### src/rtl/multicycle_cu.sv
// multicycle_cu: multi-cycle FSM control unit sequencing the CPU datapath over IF/ID/EXE/MEM/WB.
// Optional jal support in ID is enabled by defining MCU_JAL_EN.
module multicycle_cu #(
  parameter int unsigned COUNT_W     = 32,
  parameter int unsigned MEM_TIMEOUT = 16
) (
  input  logic               CLK,
  input  logic               Reset,
  input  logic [5:0]         Opcode,
  input  logic [5:0]         Funct,
  input  logic               Zero,
  input  logic               Sign,
  input  logic               MemReady,
  output logic               PCWrite,
  output logic               IRWrite,
  output logic               ALUSrcA,
  output logic               ALUSrcB,
  output logic               DB,
  output logic               RegWrite,
  output logic               MemRead,
  output logic               MemWrite,
  output logic               RegDst,
  output logic               ExtSel,
  output logic [2:0]         ALUOp,
  output logic [1:0]         PCSrc,
  output logic               Link,
  output logic               Halted,
  output logic               Fault,
  output logic [2:0]         State,
  output logic [COUNT_W-1:0] RetireCount
);

  localparam int unsigned TO_W = $clog2(MEM_TIMEOUT + 1);

  localparam logic [2:0] S_IF   = 3'b000;
  localparam logic [2:0] S_ID   = 3'b001;
  localparam logic [2:0] S_EXE  = 3'b010;
  localparam logic [2:0] S_MEM  = 3'b011;
  localparam logic [2:0] S_WB   = 3'b100;
  localparam logic [2:0] S_HALT = 3'b111;

  localparam logic [5:0] OP_RTYPE = 6'b000000;
  localparam logic [5:0] OP_BLTZ  = 6'b000001;
  localparam logic [5:0] OP_J     = 6'b000010;
  localparam logic [5:0] OP_JAL   = 6'b000011;
  localparam logic [5:0] OP_BEQ   = 6'b000100;
  localparam logic [5:0] OP_BNE   = 6'b000101;
  localparam logic [5:0] OP_ADDIU = 6'b001001;
  localparam logic [5:0] OP_SLTI  = 6'b001010;
  localparam logic [5:0] OP_ANDI  = 6'b001100;
  localparam logic [5:0] OP_ORI   = 6'b001101;
  localparam logic [5:0] OP_LW    = 6'b100011;
  localparam logic [5:0] OP_SW    = 6'b101011;
  localparam logic [5:0] OP_HALT  = 6'b111111;

  localparam logic [5:0] FN_SLL = 6'b000000;
  localparam logic [5:0] FN_JR  = 6'b001000;
  localparam logic [5:0] FN_ADD = 6'b100000;
  localparam logic [5:0] FN_SUB = 6'b100010;
  localparam logic [5:0] FN_AND = 6'b100100;
  localparam logic [5:0] FN_OR  = 6'b100101;
  localparam logic [5:0] FN_SLT = 6'b101010;

  localparam logic [2:0] ALU_ADD = 3'b000;
  localparam logic [2:0] ALU_SUB = 3'b001;
  localparam logic [2:0] ALU_SLL = 3'b010;
  localparam logic [2:0] ALU_OR  = 3'b011;
  localparam logic [2:0] ALU_AND = 3'b100;
  localparam logic [2:0] ALU_SLT = 3'b101;

  localparam logic [1:0] PC_SEQ  = 2'b00;
  localparam logic [1:0] PC_BR   = 2'b01;
  localparam logic [1:0] PC_JUMP = 2'b10;
  localparam logic [1:0] PC_REG  = 2'b11;

  logic [2:0]         r_state;
  logic [COUNT_W-1:0] r_retire_cnt;
  logic [TO_W-1:0]    r_to_cnt;
  logic               r_fault;

  logic [2:0] w_next_state;
  logic       w_retire;
  logic       w_to_inc;
  logic       w_halt_fault;

  logic       w_pc_write;
  logic       w_ir_write;
  logic       w_reg_write;
  logic       w_mem_read;
  logic       w_mem_write;
  logic       w_db;
  logic       w_reg_dst;
  logic [1:0] w_pc_src;
  logic       w_link;

  logic [2:0] w_alu_op;
  logic       w_alu_src_a;
  logic       w_alu_src_b;
  logic       w_ext_sel;
  logic       w_legal;
  logic       w_is_jr;
  logic       w_is_jal;
  logic       w_is_rtype;
  logic       w_is_j;
  logic       w_is_halt;
  logic       w_is_lw;
  logic       w_is_sw;
  logic       w_is_branch;
  logic       w_br_taken;
  logic       w_alu_hold;

  assign w_is_rtype  = (Opcode == OP_RTYPE);
  assign w_is_j      = (Opcode == OP_J);
  assign w_is_halt   = (Opcode == OP_HALT);
  assign w_is_lw     = (Opcode == OP_LW);
  assign w_is_sw     = (Opcode == OP_SW);
  assign w_is_branch = (Opcode == OP_BEQ) || (Opcode == OP_BNE) || (Opcode == OP_BLTZ);
  assign w_br_taken  = ((Opcode == OP_BEQ) &&  Zero) ||
                       ((Opcode == OP_BNE) && !Zero) ||
                       ((Opcode == OP_BLTZ) && Sign);

`ifdef MCU_JAL_EN
  assign w_is_jal = (Opcode == OP_JAL);
`else
  assign w_is_jal = 1'b0;
`endif

  // Instruction decode: ALU controls and legality from the IR fields
  always_comb begin
    w_alu_op    = ALU_ADD;
    w_alu_src_a = 1'b0;
    w_alu_src_b = 1'b0;
    w_ext_sel   = 1'b0;
    w_legal     = 1'b1;
    w_is_jr     = 1'b0;
    case (Opcode)
      OP_RTYPE: begin
        case (Funct)
          FN_ADD: w_alu_op = ALU_ADD;
          FN_SUB: w_alu_op = ALU_SUB;
          FN_AND: w_alu_op = ALU_AND;
          FN_OR:  w_alu_op = ALU_OR;
          FN_SLT: w_alu_op = ALU_SLT;
          FN_SLL: begin
            w_alu_op    = ALU_SLL;
            w_alu_src_a = 1'b1;
          end
          FN_JR:   w_is_jr = 1'b1;
          default: w_legal = 1'b0;
        endcase
      end
      OP_BEQ, OP_BNE, OP_BLTZ: begin
        w_alu_op  = ALU_SUB;
        w_ext_sel = 1'b1;
      end
      OP_LW, OP_SW, OP_ADDIU: begin
        w_alu_op    = ALU_ADD;
        w_alu_src_b = 1'b1;
        w_ext_sel   = 1'b1;
      end
      OP_SLTI: begin
        w_alu_op    = ALU_SLT;
        w_alu_src_b = 1'b1;
        w_ext_sel   = 1'b1;
      end
      OP_ANDI: begin
        w_alu_op    = ALU_AND;
        w_alu_src_b = 1'b1;
      end
      OP_ORI: begin
        w_alu_op    = ALU_OR;
        w_alu_src_b = 1'b1;
      end
      OP_J, OP_HALT: ;
`ifdef MCU_JAL_EN
      OP_JAL: ;
`endif
      default: w_legal = 1'b0;
    endcase
  end

  // Next-state and per-state control decode
  always_comb begin
    w_next_state = r_state;
    w_retire     = 1'b0;
    w_to_inc     = 1'b0;
    w_halt_fault = 1'b0;
    w_pc_write   = 1'b0;
    w_ir_write   = 1'b0;
    w_reg_write  = 1'b0;
    w_mem_read   = 1'b0;
    w_mem_write  = 1'b0;
    w_db         = 1'b0;
    w_reg_dst    = 1'b0;
    w_pc_src     = PC_SEQ;
    w_link       = 1'b0;
    case (r_state)
      S_IF: begin
        w_ir_write   = 1'b1;
        w_next_state = S_ID;
      end
      S_ID: begin
        if (!w_legal) begin
          w_next_state = S_HALT;
          w_halt_fault = 1'b1;
        end else if (w_is_halt) begin
          w_next_state = S_HALT;
        end else if (w_is_j) begin
          w_pc_src     = PC_JUMP;
          w_pc_write   = 1'b1;
          w_retire     = 1'b1;
          w_next_state = S_IF;
        end else if (w_is_jr) begin
          w_pc_src     = PC_REG;
          w_pc_write   = 1'b1;
          w_retire     = 1'b1;
          w_next_state = S_IF;
        end else if (w_is_jal) begin
          w_link       = 1'b1;
          w_reg_write  = 1'b1;
          w_pc_src     = PC_JUMP;
          w_pc_write   = 1'b1;
          w_retire     = 1'b1;
          w_next_state = S_IF;
        end else begin
          w_next_state = S_EXE;
        end
      end
      S_EXE: begin
        if (w_is_branch) begin
          w_pc_src     = w_br_taken ? PC_BR : PC_SEQ;
          w_pc_write   = 1'b1;
          w_retire     = 1'b1;
          w_next_state = S_IF;
        end else if (w_is_lw || w_is_sw) begin
          w_next_state = S_MEM;
        end else begin
          w_next_state = S_WB;
        end
      end
      S_MEM: begin
        w_mem_read  = w_is_lw;
        w_mem_write = w_is_sw;
        // A ready on the final allowed cycle still completes the access
        if (MemReady) begin
          if (w_is_lw) begin
            w_next_state = S_WB;
          end else begin
            w_pc_write   = 1'b1;
            w_retire     = 1'b1;
            w_next_state = S_IF;
          end
        end else if (r_to_cnt == TO_W'(MEM_TIMEOUT - 1)) begin
          w_next_state = S_HALT;
          w_halt_fault = 1'b1;
        end else begin
          w_to_inc = 1'b1;
        end
      end
      S_WB: begin
        w_reg_write  = 1'b1;
        w_pc_write   = 1'b1;
        w_db         = w_is_lw;
        w_reg_dst    = w_is_rtype;
        w_retire     = 1'b1;
        w_next_state = S_IF;
      end
      S_HALT: ;
      default: begin
        w_next_state = S_HALT;
        w_halt_fault = 1'b1;
      end
    endcase
  end

  // State, retire counter, MEM timeout counter and sticky fault flag
  always_ff @(posedge CLK or negedge Reset) begin
    if (!Reset) begin
      r_state      <= S_IF;
      r_retire_cnt <= '0;
      r_to_cnt     <= '0;
      r_fault      <= 1'b0;
    end else begin
      r_state <= w_next_state;
      if (w_retire) begin
        r_retire_cnt <= r_retire_cnt + COUNT_W'(1);
        r_to_cnt     <= '0;
      end else if (w_to_inc) begin
        r_to_cnt <= r_to_cnt + TO_W'(1);
      end
      if (w_halt_fault) begin
        r_fault <= 1'b1;
      end
    end
  end

  assign w_alu_hold = (r_state == S_ID) || (r_state == S_EXE) ||
                      (r_state == S_MEM) || (r_state == S_WB);

  // Reset gates every output so no enable survives the falling Reset edge
  assign PCWrite     = Reset & w_pc_write;
  assign IRWrite     = Reset & w_ir_write;
  assign RegWrite    = Reset & w_reg_write;
  assign MemRead     = Reset & w_mem_read;
  assign MemWrite    = Reset & w_mem_write;
  assign DB          = Reset & w_db;
  assign RegDst      = Reset & w_reg_dst;
  assign Link        = Reset & w_link;
  assign PCSrc       = Reset ? w_pc_src : 2'b00;
  assign ALUSrcA     = Reset & w_alu_hold & w_alu_src_a;
  assign ALUSrcB     = Reset & w_alu_hold & w_alu_src_b;
  assign ExtSel      = Reset & w_alu_hold & w_ext_sel;
  assign ALUOp       = (Reset && w_alu_hold) ? w_alu_op : 3'b000;
  assign Halted      = Reset & (r_state == S_HALT);
  assign Fault       = Reset & r_fault;
  assign State       = Reset ? r_state : 3'b000;
  assign RetireCount = r_retire_cnt;

endmodule
### config.mk
export PLATFORM = sky130hd
export DESIGN_NAME = multicycle_cu
export DESIGN_NICKNAME = d
export VERILOG_FILES = /design/src/rtl/multicycle_cu.sv
export SDC_FILE = /design/constraint.sdc
export NUM_CORES = 1
export LEC_CHECK = 0
export ABC_AREA = 1
export CORE_AREA = 4 4 93 95
export CTS_BUF_LIST = sky130_fd_sc_hd__clkbuf_4 sky130_fd_sc_hd__clkbuf_8 sky130_fd_sc_hd__clkbuf_16
export CTS_CLUSTER_SIZE = 16
export DETAILED_ROUTE_END_ITERATION = 8
export DIE_AREA = 0 0 97 99
export HOLD_SLACK_MARGIN = 0.06
export SLEW_MARGIN = 20
export SYNTH_ARGS = -nofsm -noshare
export SYNTH_HDL_FRONTEND = slang
export SYNTH_SLANG_ARGS = --single-unit
### constraint.sdc
create_clock -name CLK -period 5.8 [get_ports CLK]
set_input_delay 1.45 -clock CLK [delete_from_list [all_inputs] [get_ports CLK]]
set_output_delay 1.45 -clock CLK [all_outputs]
set_load 0.1 [all_outputs]
==> flow_metrics.env <==
export IMPL_startpoint_type="input pin"
export IMPL_grt_overflow_total=0
export IMPL_drive_gt1_share_pct=7.850
export IMPL_drtIter0Drc=183
export IMPL_slew_headroom_pct=33.19
export IMPL_clk_path_buf_depth=2
export IMPL_ys_warn_count=0
export IMPL_finalSetupTns_ns=0
export IMPL_regArea_sq_um=1026
export IMPL_min_path_type="flop to flop"
export IMPL_p_clk_share_pct=21.6
export IMPL_wirelength_microns=8223
export IMPL_postRouteAntennaNets=0
export IMPL_dp_cells=629
export IMPL_path_clk_slew_ns=0.07
export IMPL_crit_top_cell="nand2_1"
export IMPL_start_util_pct=39.75
export IMPL_p_leak_nw=1.764
export IMPL_r2r_worst_path_cells=8
export IMPL_path_cells="clkdlybuf4s50_1, inv_1, nor2_1, nand2_1, nor2_1, nand2_1, o211ai_1, nand2_1, a21oi_1, buf_4"
export IMPL_h_tree_depth=2
export IMPL_cp_top_family="buffers and inverters"
export IMPL_peakVddDrop_mv=0.1803
export IMPL_fillers=766
export IMPL_tritoncts="yes"
export IMPL_cts_inserted_buffers=5
export IMPL_p_switching_mw=0.5493
export IMPL_hold_path_depth=2
export IMPL_worst_path_largest_cell_delay_ns=0.59
export IMPL_postCtsSetupBuffers=0
export IMPL_wire_per_inst_microns=12.91
export IMPL_grt_pass1_wl_microns=14320
export IMPL_mostFrequentLayoutCell="nand2_1"
export IMPL_path_class="input pin to output pin"
export IMPL_synth_cells=465
export IMPL_nNetsFinal=554
export IMPL_finalClockSkew_ns=0.01009
export IMPL_root_buffer="clkbuf_8"
export IMPL_multi_input_area_sq_um=1715
export IMPL_hold_buffers=0
export IMPL_crit_required_ns=4.35
export IMPL_final_hold_violation_count=0
export IMPL_dpl_hpwl_microns=6533
export IMPL_swShare_pct=48.55
export IMPL_synth_cell_types=33
export IMPL_finalCriticalPeriod_ns=4.833
export IMPL_rows=32
export IMPL_synth_area_sq_um=3072
export IMPL_ys_ff_latch=41
export IMPL_fin_cells=637
export IMPL_path_depth=10
export IMPL_antenna_found_initial=0
export IMPL_vias=3053
export IMPL_drc=0
export IMPL_fmax_mhz=206.9
export IMPL_finalMaxSlewViolations=0
export IMPL_dr_pass1_iters=5
export IMPL_fp_dieArea_sq_um=9603
export IMPL_clk_insertion_delay_late_ns=0.30
export IMPL_tightest_slew_ns=0.9990
export IMPL_grt_max_degree=69
export IMPL_vias_per_cell=4.793
export IMPL_ioPinCount=70
export IMPL_finish_utilization_pct=51.23
export IMPL_critPathMaxFanout=5
export IMPL_grt_use_total_pct=17.71
export IMPL_die_h_microns=99
export IMPL_p_per_area_nw_per_um2=285.8
export IMPL_rsz0062_at_grt="false"
export IMPL_ys_seq_area_share_pct=33.40
export IMPL_intPower_mw=0.5821
export IMPL_place_congestion=0.8973
export IMPL_drv_cap=0
export IMPL_cts_resized=0
export IMPL_synth_fp_nets=485
export IMPL_period_share_pct=83.33
export IMPL_final_cell_mix="nand2_1 (125), inv_1 (69), nor2_1 (66)"
export IMPL_place_port_buffers=68
export IMPL_grt_pass1_vias=2974
export IMPL_clkSinkCount=41
export IMPL_crit_slowest_cell="clkdlybuf4s50_1"
export IMPL_combPwrFrac_pct=46.9
export IMPL_syn_avg_cell_area_sq_um=6.606
export IMPL_worst_setup_path_end_kind="output pin"
export IMPL_cp_buffers_inverters=3
export IMPL_cp_data_arrival_time_ns=3.38
export IMPL_fp_dieW_microns=97
export IMPL_p_seq_share_pct=31.4
export IMPL_setup_violations=0
export IMPL_outcome="finished clean"
export IMPL_n_antenna_cell=0
export IMPL_area_growth_synth_to_final_pct=28.88
export IMPL_coreArea_sq_um=7727
-- synth_stat cells --
master	n	area share [%]
nor2_2	1	0.20
a31oi_1	2	0.41
nand3_1	21	3.4
nor3b_1	1	0.24
nand2_1	125	15
nand4_2	1	0.41
nor3_4	1	0.53
and3_1	2	0.41
o21ai_0	30	4.9
nor2_4	2	0.73
buf_6	1	0.37
clkinv_1	1	0.12
nand4_1	11	2.2
conb_1	1	0.12
nor3_1	26	4.2
nand2_2	4	0.81
nor4b_1	1	0.29
buf_2	3	0.49
inv_2	1	0.12
dfrtp_1	41	33
ha_1	3	1.2
buf_4	3	0.73
inv_1	69	8.4
nor2_1	66	8.1
a21oi_1	6	0.98
or2_0	1	0.20
o21ai_1	4	0.65
xnor2_1	1	0.29
xor2_1	32	9.1
nand3_4	1	0.57
a221oi_1	1	0.29
o211ai_1	1	0.24
buf_8	1	0.49
-- flip-flops by register name, indices dropped and copies added (netlist names) --
register     flops
r_to_cnt         5
r_state          3
r_fault          1
RetireCount     32
-- through the flow --
stage          total power, mW  hold slack [ns]  cell area (sq um)  setup WS [ns]
6_report                 1.131           0.4832               3959         0.9669
5_1_grt                  1.205           0.5005               3959         0.8557
4_1_cts                  1.141           0.4834               3959          1.016
3_5_place_dp            0.8921           0.4662               3839          1.030
3_3_place_gp            0.8908           0.4674               3839          1.074
2_1_floorplan           0.7850           0.4423               3072         0.2750
-- power by group through the flow --
stage	clock network, mW	registers (mW)	logic, mW
2_1_floorplan	0	0.441	0.344
3_3_place_gp	0	0.363	0.528
3_5_place_dp	0	0.361	0.531
4_1_cts	0.252	0.356	0.533
5_1_grt	0.266	0.363	0.576
6_report	0.245	0.356	0.531
-- path summary, 6_finish.rpt --
| kind | from | endpoint | slack [ns] |
|---|---|---|---|
| worst min-delay path | r_fault | r_fault | 0.48 |
| worst min register to register | r_fault | r_fault | 0.48 |
| worst max-delay path | Opcode[0] | PCSrc[0] | 0.97 |
| worst max register to register | RetireCount[0] | RetireCount[28] | 3.58 |
| max in group asynchronous | Reset | RetireCount[0] | 4.16 |
| min in group asynchronous | Reset | r_to_cnt[2] | 1.24 |
-- routing by layer --
metal,part of all wire (%),vias up,routed length (microns),track usage (%)
met3,3.8,8,312,3.468
met1,52,1388,4265,25.78
met4,0.97,0,80,3.564
met5,0,-,0,0
li1,-,1596,-,-
met2,43,61,3565,27.39
-- cell families after synthesis --
group	Yosys count	share of synthesized area (%)
AOI/OAI and AO/OA	44	7.454
xor gates and xnor gates	33	9.409
adders and majority gates	3	1.222
buffers and inverters	79	10.75
DFF	41	33.40
other	1	0.1221
and+or+nand+nor	264	37.64
-- worst register-to-register path: stages, from the launching register on --
cell and delay (ns):
dfrtp_1 0.49, ha_1 0.26, inv_1 0.09, nor2_1 0.32, nand3_1 0.21, nor3_1 0.45
xor2_1 0.19, nand2_1 0.06, o21ai_1 0.10
-- area by class of cell --
cell class | count | area share (%)
Multi-Input combinational cell | 345 | 43.33
Sequential cell | 41 | 25.92
Timing Repair Buffer | 70 | 17.76
Inverter | 71 | 6.732
Tap cell | 102 | 3.224
Clock buffer | 6 | 2.086
Clock inverter | 2 | 0.9482
(Power assumes the default switching activity.)
